--- src/rtl/fadd_pipe.sv ---
// Three-stage pipelined floating-point add/subtract with a valid/ready handshake and tag passthrough.
// Stages: S1 align, S2 add/sub + leading-zero count, S3 normalise/round/pack into the output registers.
module fadd_pipe #(
    parameter int EXP_W = 8,
    parameter int MAN_W = 23,
    parameter int TAG_W = 4
) (
    input  logic                 clk,
    input  logic                 rstn,
    input  logic                 in_valid,
    output logic                 in_ready,
    input  logic [EXP_W+MAN_W:0] x1,
    input  logic [EXP_W+MAN_W:0] x2,
    input  logic                 sub,
    input  logic [TAG_W-1:0]     in_tag,
    output logic                 out_valid,
    input  logic                 out_ready,
    output logic [EXP_W+MAN_W:0] y,
    output logic                 ovf,
    output logic                 unf,
    output logic [TAG_W-1:0]     out_tag
);
    localparam int W  = 1 + EXP_W + MAN_W;
    localparam int AW = MAN_W + 4;          // hidden + fraction + guard/round/sticky
    localparam int SW = AW + 1;             // plus carry-out of the adder
    localparam int LW = $clog2(SW + 1);
    localparam int EW = ((EXP_W > LW) ? EXP_W : LW) + 2;
    localparam logic [EXP_W-1:0] EXP_ONES = '1;
    localparam logic [W-1:0]     QNAN     = {1'b0, {EXP_W{1'b1}}, 1'b1, {(MAN_W-1){1'b0}}};
    localparam logic [EW-1:0]    SH_MAX   = EW'(MAN_W + 3);
    localparam logic [EW-1:0]    EXP_OVF  = EW'((1 << EXP_W) - 1);

    logic en;
    assign en       = ~out_valid | out_ready;
    assign in_ready = en;

    // ---------------- S1: unpack, specials, swap and align ----------------
    logic             sa, sb;
    logic [EXP_W-1:0] ea, eb, ea_eff, eb_eff;
    logic [MAN_W-1:0] fa, fb;
    logic [MAN_W:0]   ma, mb;
    logic             nan_a, nan_b, inf_a, inf_b, zero_a, zero_b, a_big;

    assign sa     = x1[W-1];
    assign sb     = x2[W-1] ^ sub;
    assign ea     = x1[W-2:MAN_W];
    assign eb     = x2[W-2:MAN_W];
    assign fa     = x1[MAN_W-1:0];
    assign fb     = x2[MAN_W-1:0];
    assign ea_eff = (ea == '0) ? EXP_W'(1) : ea;
    assign eb_eff = (eb == '0) ? EXP_W'(1) : eb;
    assign ma     = {ea != '0, fa};
    assign mb     = {eb != '0, fb};
    assign nan_a  = (ea == EXP_ONES) && (fa != '0);
    assign nan_b  = (eb == EXP_ONES) && (fb != '0);
    assign inf_a  = (ea == EXP_ONES) && (fa == '0);
    assign inf_b  = (eb == EXP_ONES) && (fb == '0);
    assign zero_a = (x1[W-2:0] == '0);
    assign zero_b = (x2[W-2:0] == '0);
    // Exponent-then-fraction ordering of the raw fields is magnitude order.
    assign a_big  = (x1[W-2:0] >= x2[W-2:0]);

    logic             c1_spec;
    logic [W-1:0]     c1_spec_y;

    // NOTE: every always_comb output gets a default first so no path leaves it unassigned (no latch).
    always_comb begin
        c1_spec   = 1'b1;
        c1_spec_y = '0;
        if (nan_a || nan_b)
            c1_spec_y = QNAN;
        else if (inf_a && inf_b)
            c1_spec_y = (sa == sb) ? {sa, EXP_ONES, {MAN_W{1'b0}}} : QNAN;
        else if (inf_a)
            c1_spec_y = {sa, EXP_ONES, {MAN_W{1'b0}}};
        else if (inf_b)
            c1_spec_y = {sb, EXP_ONES, {MAN_W{1'b0}}};
        else if (zero_a && zero_b)
            c1_spec_y = {sa & sb, {(W-1){1'b0}}};
        else if (zero_b)
            c1_spec_y = x1;
        else if (zero_a)
            c1_spec_y = {sb, x2[W-2:0]};
        else
            c1_spec = 1'b0;
    end

    logic             c1_sign;
    logic [EXP_W-1:0] c1_exp, c1_dist;
    logic [EW-1:0]    dist_w;
    logic [MAN_W:0]   sml_m;
    logic [AW-1:0]    c1_mb, c1_ms, sml_ext, lost_mask;

    always_comb begin
        c1_sign   = a_big ? sa : sb;
        c1_exp    = a_big ? ea_eff : eb_eff;
        c1_mb     = {(a_big ? ma : mb), 3'b000};
        sml_m     = a_big ? mb : ma;
        c1_dist   = a_big ? (ea_eff - eb_eff) : (eb_eff - ea_eff);
        dist_w    = {{(EW-EXP_W){1'b0}}, c1_dist};
        sml_ext   = {sml_m, 3'b000};
        lost_mask = ~({AW{1'b1}} << c1_dist);
        // Far enough right that only the sticky bit can survive.
        if (dist_w >= SH_MAX)
            c1_ms = {{(AW-1){1'b0}}, |sml_m};
        else
            c1_ms = (sml_ext >> c1_dist) | {{(AW-1){1'b0}}, |(sml_ext & lost_mask)};
    end

    logic             s1_valid, s1_spec, s1_sign, s1_eff_sub;
    logic [W-1:0]     s1_spec_y;
    logic [EXP_W-1:0] s1_exp;
    logic [AW-1:0]    s1_mb, s1_ms;
    logic [TAG_W-1:0] s1_tag;

    // ---------------- S2: add/subtract and leading-zero count ----------------
    logic [SW-1:0] c2_sum;
    logic [LW-1:0] c2_lzc;

    always_comb begin
        if (s1_eff_sub)
            c2_sum = {1'b0, s1_mb} - {1'b0, s1_ms};
        else
            c2_sum = {1'b0, s1_mb} + {1'b0, s1_ms};
        c2_lzc = LW'(SW);
        for (int i = 0; i < SW; i++)
            if (c2_sum[i]) c2_lzc = LW'(SW - 1 - i);
    end

    logic             s2_valid, s2_spec, s2_sign;
    logic [W-1:0]     s2_spec_y;
    logic [EXP_W-1:0] s2_exp;
    logic [SW-1:0]    s2_sum;
    logic [LW-1:0]    s2_lzc;
    logic [TAG_W-1:0] s2_tag;

    // ---------------- S3: normalise, round to nearest even, pack ----------------
    logic [EW-1:0]    c3_exp_n, c3_exp_r;
    logic [AW-1:0]    c3_norm;
    logic             c3_rnd, c3_ovf, c3_unf;
    logic [MAN_W+1:0] c3_mant;
    logic [MAN_W-1:0] c3_frac;
    logic [W-1:0]     c3_y;

    always_comb begin
        c3_exp_n = {{(EW-EXP_W){1'b0}}, s2_exp} + EW'(1) - {{(EW-LW){1'b0}}, s2_lzc};
        if (s2_lzc == '0) begin
            c3_norm    = AW'(s2_sum >> 1);
            c3_norm[0] = c3_norm[0] | s2_sum[0];
        end else begin
            c3_norm = AW'(s2_sum << (s2_lzc - LW'(1)));
        end
        c3_rnd  = c3_norm[2] & (c3_norm[3] | (|c3_norm[1:0]));
        c3_mant = {1'b0, c3_norm[AW-1:3]} + {{(MAN_W+1){1'b0}}, c3_rnd};
        if (c3_mant[MAN_W+1]) begin
            c3_exp_r = c3_exp_n + EW'(1);
            c3_frac  = c3_mant[MAN_W:1];
        end else begin
            c3_exp_r = c3_exp_n;
            c3_frac  = c3_mant[MAN_W-1:0];
        end
        c3_ovf = 1'b0;
        c3_unf = 1'b0;
        if (s2_spec) begin
            c3_y = s2_spec_y;
        end else if (s2_sum == '0) begin
            c3_y = '0;
        end else if (c3_exp_n[EW-1] || (c3_exp_n == '0)) begin
            c3_y   = {s2_sign, {(W-1){1'b0}}};
            c3_unf = 1'b1;
        end else if (c3_exp_r >= EXP_OVF) begin
            c3_y   = {s2_sign, EXP_ONES, {MAN_W{1'b0}}};
            c3_ovf = 1'b1;
        end else begin
            c3_y = {s2_sign, c3_exp_r[EXP_W-1:0], c3_frac};
        end
    end

    // ---------------- Registers ----------------
    always_ff @(posedge clk or negedge rstn) begin
        if (!rstn) begin
            s1_valid  <= 1'b0;
            s2_valid  <= 1'b0;
            out_valid <= 1'b0;
            y         <= '0;
            ovf       <= 1'b0;
            unf       <= 1'b0;
            out_tag   <= '0;
        end else if (en) begin
            s1_valid  <= in_valid;
            s2_valid  <= s1_valid;
            out_valid <= s2_valid;
            if (s2_valid) begin
                y       <= c3_y;
                ovf     <= c3_ovf;
                unf     <= c3_unf;
                out_tag <= s2_tag;
            end
        end
    end

    // NOTE: stage datapath registers have no reset; they are only meaningful under their valid bit.
    always_ff @(posedge clk) begin
        if (en) begin
            s1_spec    <= c1_spec;
            s1_spec_y  <= c1_spec_y;
            s1_sign    <= c1_sign;
            s1_eff_sub <= sa ^ sb;
            s1_exp     <= c1_exp;
            s1_mb      <= c1_mb;
            s1_ms      <= c1_ms;
            s1_tag     <= in_tag;
            s2_spec    <= s1_spec;
            s2_spec_y  <= s1_spec_y;
            s2_sign    <= s1_sign;
            s2_exp     <= s1_exp;
            s2_sum     <= c2_sum;
            s2_lzc     <= c2_lzc;
            s2_tag     <= s1_tag;
        end
    end
endmodule

--- config.mk ---
export PLATFORM = sky130hd
export DESIGN_NAME = fadd_pipe
export DESIGN_NICKNAME = d
export VERILOG_FILES = /design/src/rtl/fadd_pipe.sv
export SDC_FILE = /design/constraint.sdc
export NUM_CORES = 1
export LEC_CHECK = 0
export CORE_MARGIN = 5
export CORE_UTILIZATION = 55
export DETAILED_ROUTE_END_ITERATION = 10
export PLACE_DENSITY = 0.87
export SLEW_MARGIN = 30
export SYNTH_ARGS = -nofsm -noshare
export SYNTH_HDL_FRONTEND = slang
export SYNTH_SLANG_ARGS = --single-unit
--- constraint.sdc ---
create_clock -name clk -period 13.41 [get_ports clk]
set_clock_uncertainty 0.05 [all_clocks]
set_input_delay 2.0115 -clock clk [delete_from_list [all_inputs] [get_ports clk]]
set_output_delay 2.0115 -clock clk [all_outputs]
set_load 0.005 [all_outputs]
==> metrics.txt <==
status finished, final reports clean; Die Wd 190 µm; Max VDD drop 108 µV; reg2reg setup slack 6340 ps; Crit path arrival time 7300 ps; Distinct cells, synth 93; P per Cell Area 216 nW/µm²; die area 36200 µm²; hold buffer count at cts 0; Final Hold Viols 0; largest area contributor in the netlist edfxtp_1; hold path cells 0; TritonCTS clock tree done; Yosys top cell area share 29.7%; detailed placement HPWL 42.6 mm; site row count 66; CP Launch Type input pin; worst-margin pin slew 952 ps; routability congestion estimate 1.08; Worst Setup End Kind flip-flop; fill count 2625; setup violators final 0; prevailing post-synth register cell edfxtp_1; Cells after Synth 1909; Place WS 5980 ps; Post-synth EDFFs 177; Seq cells post-synth 218; syn nets 2100; PostCTS Resize Cnt 0; Ys Warns 0; largest net degree at the start of global routing 88; DR iter-0 viols 2036; total number of vias 16000; count of buffers from port buffering 112; hold path endpoint s2_spec_y[24]; most frequent cells after synthesis edfxtp_1 (177), nor2_1 (165), a21oi_1 (158); wire length per cell 23.0 µm; initial antenna violation count 0; CP max FO 40; DIE HEIGHT 190 µm; worst reg2reg path depth 16; Clock Sinks 218; Avg Cell Area, Syn 9.37 µm²; vias per cell 6.62; CTS buffer count 24; fin crit period 7090 ps; gr ovfl total 0; WL final 55.4 mm; Setup CP Type input pin to flip-flop; Mapped Area 17900 µm²; Worst R2R Start s2_lzc[0]; Leak 8.02 nW; max cap viols 0; capture point of the worst reg-to-reg path y[9]; sequential share of the synthesized area 35.5%; Total Neg Setup Slack 0 ps; GRT Total Usage 29.8%; fin crit share 52.9%; share of layout cells above drive strength 1 10.1%; Hold WC Path Type flip-flop to flip-flop; CTS root buffer clkbuf_16; setup repair bufs after CTS 0; Worst-path clk slew 60 ps; Core Region 32300 µm²; htree depth 1; deepest clock path buffer count 3; DRT Pass-1 Iters 5; RSZ-0062 raised after global routing false; most common cell in the netlist edfxtp_1; end-of-flow core utilization 62.0%; Routed Antenna Nets 0; I/O pin total 113; Synth-to-Final Area Change 11.9%; Initial Utilization 55.4%; Antenna Cells 0; NumNets Final 2145; WP data required 13630 ps; final worst setup slack 6320 ps; Area contributors post-synth edfxtp_1 (30%), ha_1 (8.0%), dfrtp_1 (5.7%); first-pass GRT wire length 86.2 mm; normalized max-slew margin 36.5%; Post-synth ARST share 18.8%; later-pin clock latency in the skew report 530 ps; Max Clk Rate 141 MHz; fin. max-slew vios 0; vias in the first global route 15300; worst hold path startpoint s1_spec_y[24]; DRC 0
==> area by class of cell <==
| type | instances | area (µm²) | share of cell area, % |
|---|---|---|---|
| multi-input cells | 1443 | 10600 | 53.1 |
| repair buffers | 133 | 1280 | 6.39 |
| well taps | 442 | 553 | 2.76 |
| flip-flops and latches | 218 | 6340 | 31.7 |
| inverters | 134 | 503 | 2.51 |
| clock inverters | 16 | 115 | 0.575 |
| clock buffers | 26 | 608 | 3.04 |
==> placed cells by master, fill, tap and decap left out, types with 13 or more instances in the layout <==
cell type,count
mux4_2,35
a22oi_1,32
dfrtp_1,41
nor4_1,21
ha_1,114
nand2_1,152
nand4_1,22
a21oi_1,157
mux2i_1,58
o22ai_1,18
a21o_1,28
inv_1,133
o21bai_1,13
clkdlybuf4s50_1,111
xor2_1,25
nor2_1,165
nand3_1,52
clkbuf_16,24
o21ai_0,83
nand2b_1,18
nor3_1,42
a31oi_1,24
buf_4,21
a211oi_1,18
and3_1,26
mux2_2,60
xnor2_1,39
edfxtp_1,177
o31ai_1,14
o211ai_1,13
==> power by group <==
group	total, W	leakage [nW]	switching (W)	internal [W]
sequential	0.00113	2.34	0.000161	0.000972
clock	0.000598	0.339	0.000268	0.000330
combinational	0.00259	5.34	0.00153	0.00106
total	0.00433	8.02	0.00196	0.00236
==> logic make-up after synthesis <==
family / count (synthesis) / synth area share [%]
multiplexers: 158 / 12.2
adder cells (fa/ha/maj): 118 / 8.42
AND/OR/NAND/NOR: 588 / 16.2
flip-flops: 218 / 35.5
buffers and inverters: 248 / 5.42
XOR/XNOR: 66 / 3.23
AO/OA/AOI/OAI: 513 / 19.1
==> stage by stage <==
stage	hold WS (ps)	power, W	area, µm²	std cells
2_1_floorplan	350	0.00292	17900	1909
3_3_place_gp	350	0.00360	19300	2370
3_5_place_dp	355	0.00366	19300	2370
4_1_cts	365	0.00427	20000	2412
5_1_grt	376	0.00456	20000	2412
6_report	362	0.00433	20000	2412
==> worst max path at each step <==
stage | endpoint | cells after the start | startpoint | slack [ps]
floorplan | in_ready | 1 | out_ready | 4960
global placement | s1_ms[0] | 17 | x2[30] | 6100
detailed placement | s1_ms[0] | 15 | x2[28] | 5980
CTS | y[9] | 16 | s2_lzc[0] | 6450
global route | y[9] | 16 | s2_lzc[0] | 5970
finish | s1_ms[0] | 15 | x2[28] | 6320
==> sequential cells by signal, indices dropped and copies added (netlist names), 4 cells and up <==
register and flops:
s1_spec_y 32, s2_spec_y 32, y 32, s2_sum 28
s1_ms 27, s1_mb 24, s1_exp 8, s2_exp 8
s2_lzc 5, out_tag 4, s1_tag 4, s2_tag 4
==> critical path, stage by stage <==
cell and delay, ps:
clkdlybuf4s50_1 630, inv_1 80, ha_1 290, a21oi_1 140, o21ai_0 170, a2111oi_0 500
a21oi_1 190, a21oi_4 140, buf_4 430, mux2_2 420, xnor2_1 460, nand4_1 810
a2111oi_0 690, and4_1 250, a31oi_1 70
==> layer usage <==
| metal | track usage, % | part of all wire, % | up-vias |
|---|---|---|---|
| met5 | 0 | 0 | - |
| met4 | 10.6 | 4.2 | 0 |
| met3 | 3.55 | 8.2 | 159 |
| met2 | 49.8 | 47 | 934 |
| met1 | 40.3 | 41 | 7636 |
| li1 | - | - | 7231 |
Note: power is estimated with default switching activity, not from simulation.
